### config.mk
export PLATFORM = sky130hd
export DESIGN_NAME = frame_merger
export DESIGN_NICKNAME = d
export VERILOG_FILES = /design/src/rtl/frame_pkg.sv /design/src/rtl/frame_pattern_checker.sv /design/src/rtl/frame_merger.sv
export SDC_FILE = /design/constraint.sdc
export NUM_CORES = 1
export LEC_CHECK = 0
export ABC_CLOCK_PERIOD_IN_PS = 4600
export CORE_AREA = 2 2 637 639
export DETAILED_ROUTE_END_ITERATION = 16
export DIE_AREA = 0 0 639 641
export PLACE_DENSITY = 0.3
export SYNTH_ARGS = -nofsm -noshare
export SYNTH_HDL_FRONTEND = slang
export SYNTH_SLANG_ARGS = --single-unit
### constraint.sdc
create_clock -name clk -period 4.6 [get_ports clk]
set_input_delay 0.92 -clock clk [delete_from_list [all_inputs] [get_ports clk]]
set_output_delay 0.92 -clock clk [all_outputs]
set_load 0.02 [all_outputs]
### src/rtl/frame_pkg.sv
// Shared types and helpers for the frame merger slice: merger state encoding,
// AXI response codes and frame-size conversion.
package frame_pkg;

  typedef enum logic [1:0] {
    IDLE = 2'd0,
    MD   = 2'd1,
    FD   = 2'd2
  } state_t;

  localparam logic [1:0]  OKAY               = 2'b00;
  localparam logic [1:0]  SLVERR             = 2'b10;
  localparam logic [1:0]  DECERR             = 2'b11;
  localparam logic [31:0] DEFAULT_FRAME_SIZE = 32'd4096;

  // Whole beats in a frame of 'size' bytes on a 'dw'-bit bus (truncating).
  function automatic logic [31:0] bytes_to_beats(input logic [31:0] size, input int dw);
    return size / 32'(dw / 8);
  endfunction

endpackage

### src/rtl/frame_pattern_checker.sv
// Tracks a replicated 16-bit incrementing pattern on frame-data beats and
// counts mismatches, resynchronising to the observed value after each error.
module frame_pattern_checker #(
  parameter int DW = 512
) (
  input  logic          clk,
  input  logic          resetn,
  input  logic          beat_valid,
  input  logic [DW-1:0] beat_data,
  output logic [31:0]   err_count
);

  logic [15:0] expected_r;
  logic [31:0] err_r;
  logic        mismatch_s;

  assign mismatch_s = (beat_data != {(DW/16){expected_r}});
  assign err_count  = err_r;

  // Expected-value tracker and saturating mismatch counter.
  always_ff @(posedge clk or negedge resetn) begin
    if (!resetn) begin
      expected_r <= 16'd1;
      err_r      <= 32'd0;
    end else if (beat_valid) begin
      if (mismatch_s) begin
        if (err_r != 32'hFFFF_FFFF) begin
          err_r <= err_r + 32'd1;
        end
        expected_r <= beat_data[15:0] + 16'd1;
      end else begin
        expected_r <= expected_r + 16'd1;
      end
    end
  end

endmodule

### src/rtl/frame_merger.sv
// Merges the meta-data and frame-data AXI-Streams into one packet per frame.
// Optional data-pattern checking is enabled with FRAME_MERGER_CHECK_EN.
module frame_merger #(
  parameter int DW       = 512,
  parameter int MD_BEATS = 2
) (
  input  logic          clk,
  input  logic          resetn,
  input  logic [31:0]   FRAME_SIZE,
  input  logic [DW-1:0] AXIS_FD_TDATA,
  input  logic          AXIS_FD_TVALID,
  output logic          AXIS_FD_TREADY,
  input  logic [DW-1:0] AXIS_MD_TDATA,
  input  logic          AXIS_MD_TVALID,
  output logic          AXIS_MD_TREADY,
  output logic [DW-1:0] AXIS_OUT_TDATA,
  output logic          AXIS_OUT_TVALID,
  output logic          AXIS_OUT_TLAST,
  input  logic          AXIS_OUT_TREADY,
  output logic [31:0]   FRAMES_OUT,
  output logic          SIZE_ERR,
  output logic [31:0]   CHECK_ERRS,
  output logic          BUSY
);
  import frame_pkg::*;

  state_t      state_r;
  logic [31:0] beat_cnt_r;
  logic [31:0] frame_beats_r;
  logic [31:0] frames_out_r;
  logic        size_err_r;
  logic [31:0] beats_s;
  logic        md_hs_s;
  logic        fd_hs_s;
  logic        last_s;
  logic [31:0] check_errs_s;

  assign beats_s = bytes_to_beats(FRAME_SIZE, DW);
  assign md_hs_s = (state_r == MD) && AXIS_MD_TVALID && AXIS_OUT_TREADY;
  assign fd_hs_s = (state_r == FD) && AXIS_FD_TVALID && AXIS_OUT_TREADY;
  assign last_s  = (state_r == FD) && (beat_cnt_r == frame_beats_r - 32'd1);

  // Zero-latency stream mux; the idle state drives everything low.
  always_comb begin
    AXIS_OUT_TDATA  = '0;
    AXIS_OUT_TVALID = 1'b0;
    AXIS_OUT_TLAST  = 1'b0;
    AXIS_MD_TREADY  = 1'b0;
    AXIS_FD_TREADY  = 1'b0;
    case (state_r)
      MD: begin
        AXIS_OUT_TDATA  = AXIS_MD_TDATA;
        AXIS_OUT_TVALID = AXIS_MD_TVALID;
        AXIS_MD_TREADY  = AXIS_OUT_TREADY;
      end
      FD: begin
        AXIS_OUT_TDATA  = AXIS_FD_TDATA;
        AXIS_OUT_TVALID = AXIS_FD_TVALID;
        AXIS_OUT_TLAST  = last_s;
        AXIS_FD_TREADY  = AXIS_OUT_TREADY;
      end
      default: begin
        AXIS_OUT_TDATA  = '0;
      end
    endcase
  end

  // Packet sequencing FSM with frame and size-error status.
  always_ff @(posedge clk or negedge resetn) begin
    if (!resetn) begin
      state_r       <= IDLE;
      beat_cnt_r    <= 32'd0;
      frame_beats_r <= 32'd1;
      frames_out_r  <= 32'd0;
      size_err_r    <= 1'b0;
    end else begin
      case (state_r)
        IDLE: begin
          if (AXIS_MD_TVALID) begin
            // A zero-beat frame still carries one data beat so TLAST is emitted.
            if (beats_s == 32'd0) begin
              frame_beats_r <= 32'd1;
              size_err_r    <= 1'b1;
            end else begin
              frame_beats_r <= beats_s;
            end
            beat_cnt_r <= 32'd0;
            state_r    <= MD;
          end
        end
        MD: begin
          if (md_hs_s) begin
            if (beat_cnt_r == 32'(MD_BEATS - 1)) begin
              beat_cnt_r <= 32'd0;
              state_r    <= FD;
            end else begin
              beat_cnt_r <= beat_cnt_r + 32'd1;
            end
          end
        end
        FD: begin
          if (fd_hs_s) begin
            if (last_s) begin
              frames_out_r <= frames_out_r + 32'd1;
              state_r      <= IDLE;
            end else begin
              beat_cnt_r <= beat_cnt_r + 32'd1;
            end
          end
        end
        default: begin
          state_r <= IDLE;
        end
      endcase
    end
  end

`ifdef FRAME_MERGER_CHECK_EN
  frame_pattern_checker #(.DW(DW)) u_checker (
    .clk        (clk),
    .resetn     (resetn),
    .beat_valid (fd_hs_s),
    .beat_data  (AXIS_FD_TDATA),
    .err_count  (check_errs_s)
  );
`else
  assign check_errs_s = 32'd0;
`endif

  assign FRAMES_OUT = frames_out_r;
  assign SIZE_ERR   = size_err_r;
  assign CHECK_ERRS = check_errs_s;
  assign BUSY       = (state_r != IDLE);

endmodule

# Word-level counts from Yosys, hierarchy flattened
# Index checks and enable logic that the tools add are counted.
word_totals:
  register_bits: 99
  in_bits: 1061
  wordCells: 50
classes:
  add_sub_neg: 3
  eq_ne: 10
  muxes: 18
  n_reduce_logical: 14
op_table:
  columns: ["op", "n"]
  rows:
  - ["one-hot mux 512 bit (2 select lines)", 1]
  - ["two-way mux 32 bit", 5]
  - ["one-hot mux 32 bit (3 select lines)", 1]
  - ["adder 32 x 1 -> 32 bit (second input constant)", 2]
  - ["equality test 32 x 1 -> 1 bit (second input constant)", 1]
  - ["equality test 32 bit", 1]
  - ["logical NOT 32 bit", 1]
  - ["subtractor 32 x 1 -> 32 bit (second input constant)", 1]
  - ["two-way mux 26 bit", 1]
  - ["two-way mux 2 bit", 5]
  - ["!= test 2 bit (second input constant)", 5]
  - ["AND reduction 5 bit", 2]
  - ["one-hot mux 2 bit (3 select lines)", 1]
  - ["AND reduction 3 bit", 2]
  - ["logical AND 1 bit", 5]
  - ["two-way mux 1 bit", 3]
  - ["nonzero test 3 bit", 1]
  - ["equality test 2 x 1 -> 1 bit (second input constant)", 1]
  - ["equality test 2 bit (second input constant)", 1]
  - ["logical NOT 2 bit", 1]
  - ["!= test 2 x 1 -> 1 bit (second input constant)", 1]
  - ["one-hot mux 1 bit (2 select lines)", 1]
  - ["AND reduction 2 bit", 1]
  - ["nonzero test 2 bit", 1]

# Logic depth before layout (Yosys ltp)
# Gate-level depths: netlist of run 1.
depth:
  word_depth: 6
  depth_mapped: 11
  mapped_depth_nobuf: 10

# Least setup slack after synthesis of run 1
# No wires, ideal clock.
synth_timing:
  path_type: "flip-flop to output port"
  from: "register frame_beats_r[1]"
  to: "output port AXIS_OUT_TLAST"
  t_arrival_ns: 3.254
  t_required_ns: 3.680
  setup_slack_ns: 0.426
  stages_incl_launch_ff: 11
  n_path_buf: 1
  cell_sequence: "dfrtp_1 inv_1 ha_1 nor4b_4 nand3_2 o31a_1 or4b_1 or4_4 nor4_4 buf_6 and2_1"
synth_between:
  elab_chain_cells: 4
synth_rtl:
  columns: ["element", "line", "source"]
  rows:
  - ["start: declaration", "frame_merger.sv:29", "logic [31:0] frame_beats_r;"]
  - ["start signal: assignment", "frame_merger.sv:85", "frame_beats_r <= beats_s;"]
  - ["subtractor 32 x 1 -> 32 bit", "frame_merger.sv:41", "assign last_s = (state_r == FD) && (beat_cnt_r == frame_beats_r - 32'd1);"]
  - ["equality test 32 bit", "frame_merger.sv:41", null]
  - ["logical AND 1 bit", "frame_merger.sv:41", null]
  - ["two-way mux 1 bit", "frame_merger.sv:50", "case (state_r)"]
  - ["end: declaration", "frame_merger.sv:18", "output logic AXIS_OUT_TLAST,"]
# Every way passes these cells.

# Worst setup path in the final report of run 1
# Ends and elaborated chain as after synthesis.

==> flow_metrics.py, run 1 <==
metrics = {
    "sta": {
        "drv_slew": 0,
        "setup_viol": 0,
        "worstMarginPinSlew_ns": 0.847,
        "fin_crit_sh_pct": 99.3,
        "setup_tns_ns": 0,
        "fin_ws_ns": 0.0319,
        "rsz0062_at_grt": "yes",
        "clock.fmax_mhz": 219,
        "timing.slew.headroom_pct": 43.6,
        "min_period_ns": 4.57,
        "fin_worst_skew_ns": 0.0182,
        "hold_violations": 0,
    },
    "clock_tree": {
        "cts_buffers": 9,
        "path_clk_slew_ns": 0.07,
        "cts_hold_buf": 0,
        "clkLatencyLatePin_ns": 0.39,
        "cts_tree": "yes",
        "clockRootBuffer": "clkbuf_16",
        "cts.sinks": 93,
        "clockBufferDepth": 2,
        "cts_max_level": 3,
    },
    "critical_path": {
        "worst-r2r-cell-count": 14,
        "startpoint": "frame_beats_r[1]",
        "path_class": "reg2out",
        "rrSetupSlack_ns": 0.54,
        "worstSetupEndpointType": "output pin",
        "arrival_ns": 3.65,
        "cp-endpoint": "AXIS_OUT_TLAST",
        "r2r-end": "FRAMES_OUT[1]",
        "cp.required_ns": 3.68,
        "cp_max_fo": 6,
        "timing.rr.start": "frame_beats_r[1]",
        "startpoint_type": "register",
    },
    "routing": {
        "avgRoutedWirePerCell_um": 39.2,
        "detailroute.via_count": 24300,
        "ant_nets": 0,
        "drtIter0Drc": 1787,
        "dr.pass1.iters": 8,
        "postRouteWirelength_mm": 344,
        "viasPerCell": 2.77,
        "drcViolationCount": 0,
    },
    "synth": {
        "synth_common_cells": "nor2b_1 (527), a22oi_1 (513), clkbuf_1 (184), dfrtp_1 (92), o31ai_1 (49)",
        "ys_ff_latch": 93,
        "yosys-top-cells-area": "a22oi_1 (27%), nor2b_1 (23%), dfrtp_1 (16%)",
        "ys_seq_area_share_pct": 16.4,
        "synth_edf_count": 0,
        "synth_flop_cell": "dfrtp_1",
        "async_reset_ff_share_pct": 100,
        "synth.top_cell.area_share_pct": 27.1,
        "synth_cell_types": 74,
        "yosys_warnings": 0,
        "yosysTopAreaCell": "a22oi_1",
        "avgSynthCellArea_um2": 7.49,
        "synth_area_um2": 14200,
        "yosysMostFrequentCell": "nor2b_1",
        "netlist_instances": 1898,
    },
    "pwr": {
        "worst_ir_drop_vdd_v": 0.000337,
        "p_comb_share_pct": 91.2,
        "p_leak_nw": 11.6,
        "p_clk_share_pct": 3.3,
        "seqPwrFrac_pct": 5.5,
        "power.internal_mw": 9.18,
        "p_sw_mw": 14.0,
        "power_mw": 23.2,
        "power.density_nw_per_um2": 621,
        "swShare_pct": 60.4,
    },
    "cells_and_area": {
        "final_core_util_pct": 9.28,
        "layout.nets": 4489,
        "area_delta_synth_final_pct": 163,
        "drive_above_1_share_pct": 11.2,
    },
    "grt": {
        "overflow": 0,
        "track_usage_pct": 16.0,
        "grt_pass1_wl_mm": 395,
        "grt_max_degree": 82,
        "grt_antenna_before_repair": 357,
        "grt_pass1_vias": 23600,
    },
    "die": {
        "die_y_um": 641,
        "io_pins": 1643,
        "dieArea_um2": 410000,
        "coreArea_um2": 402000,
        "initial_core_util_pct": 3.53,
        "die_w_um": 639,
        "num_rows": 233,
    },
    "min_path": {
        "hold_start": "FRAMES_OUT[31]",
        "hp-class": "reg2reg",
    },
    "place": {
        "hpwl_mm": 320,
        "portBuffers": 1604,
        "place_ws_ns": 0.347,
        "place_congestion": 0.993,
    },
    "flow_run": {
        "cap_violations": 0,
    },
    "run_status": {
        "status": "finished clean",
    },
}
[power groups by stage]
stage               Sequential [mW]  Combinational, mW  Clock [mW]
detailed placement             1.29               21.5           0
CTS                            1.28               21.6       0.805
floorplan                      1.08               9.10           0
global placement               1.29               21.6           0
global route                   1.31               22.2       0.837
finish                         1.28               21.1       0.772
[state kept, by name, summed over array words and instances, names as in the netlist]
| signal | cells |
|---|---|
| state_r | 2 |
| frame_beats_r | 26 |
| SIZE_ERR | 1 |
| FRAMES_OUT | 32 |
| beat_cnt_r | 32 |
[worst max-delay path, cell delays in order, from the launching register on]
cell and delay [ns]:
dfrtp_1 0.40, inv_2 0.08, ha_4 0.14, nor4b_4 0.31, buf_4 0.18, nand4_1 0.13, buf_6 0.19, nor3_2 0.16
mux2_2 0.36, or4_4 0.57, nor4_4 0.41, and2_1 0.20, buf_6 0.13
[timing repair]
action                     4_1_cts  5_1_grt
pin swaps                        4        4
setup endpoints to repair        1        1
setup buffers                    5        4
gates resized for setup          4        7
[cells by family (layout without fill, tap and decap cells)]
kind of cell | Yosys count | in the layout | synth area share, %
and+or+nand+nor | 801 | 801 | 35.2
AOI/OAI and AO/OA | 629 | 629 | 32.9
buffers and inverters | 276 | 1771 | 8.51
DFF | 93 | 93 | 16.4
xor gates and xnor gates | 57 | 57 | 3.61
muxes | 32 | 32 | 2.52
adders and majority gates | 9 | 9 | 0.792
other | 1 | 101 | 0.0264
[layer usage]
metal | GRT usage, % | vias to the layer above | part of all wire [%]
li1 | - | 10100 | -
met1 | 16.9 | 11800 | 36
met3 | 8.13 | 635 | 12
met2 | 27.8 | 1622 | 48
met5 | 0.461 | - | 0.35
met4 | 4.32 | 142 | 3.7
[area by class of cell]
| cell class | instances | area (um^2) |
|---|---|---|
| antenna | 69 | 173 |
| clock inverter | 7 | 62.6 |
| sequential | 93 | 2330 |
| multi-input combinational | 1560 | 10900 |
| clock buffer | 9 | 225 |
| tap | 5287 | 6620 |
| fill | 46800 | 365000 |
| timing repair buffer | 1735 | 17000 |
| inverter | 20 | 75.1 |
[worst min path at each step]
stage                           to  slack (ns)  cells past startpoint
floorplan           beat_cnt_r[31]        0.51                      1
global placement          SIZE_ERR        0.48                      1
detailed placement        SIZE_ERR        0.48                      1
CTS                       SIZE_ERR        0.50                      1
global route        FRAMES_OUT[31]        0.51                      1
finish              FRAMES_OUT[31]        0.50                      1
[layout by cell type, fill, tap and decap left out, types with 11 or more instances in the layout]
cell / instances
mux2_2: 27
diode_2: 69
nand3_1: 25
nand4_1: 34
a22oi_1: 513
nor4_1: 24
nor2_1: 38
xnor2_1: 45
o31ai_1: 49
and2_1: 14
nor2b_1: 527
and3_1: 18
buf_4: 272
clkdlybuf4s50_1: 1430
or4_1: 11
o21ai_0: 11
conb_1: 32
dfrtp_1: 91
nor3_1: 22
nand2_1: 32
buf_12: 29
xor2_1: 11
inv_1: 18
[metrics by stage]
| stage | instance area, um^2 | hold slack, ns | std cells |
|---|---|---|---|
| floorplan | 14300 | 0.507 | 1929 |
| global placement | 36700 | 0.478 | 8686 |
| detailed placement | 36700 | 0.475 | 8686 |
| CTS | 37100 | 0.496 | 8707 |
| global route | 37200 | 0.510 | 8734 |
| finish | 37300 | 0.496 | 8780 |
Note: power is estimated with default switching activity, not from simulation.
==> inputs of run 2 (changes only) <==
HOLD_SLACK_MARGIN = 0.03   (was unset)
==> results of run 2 <==
The final DEF is identical to that of run 1; final timing and power are the same.
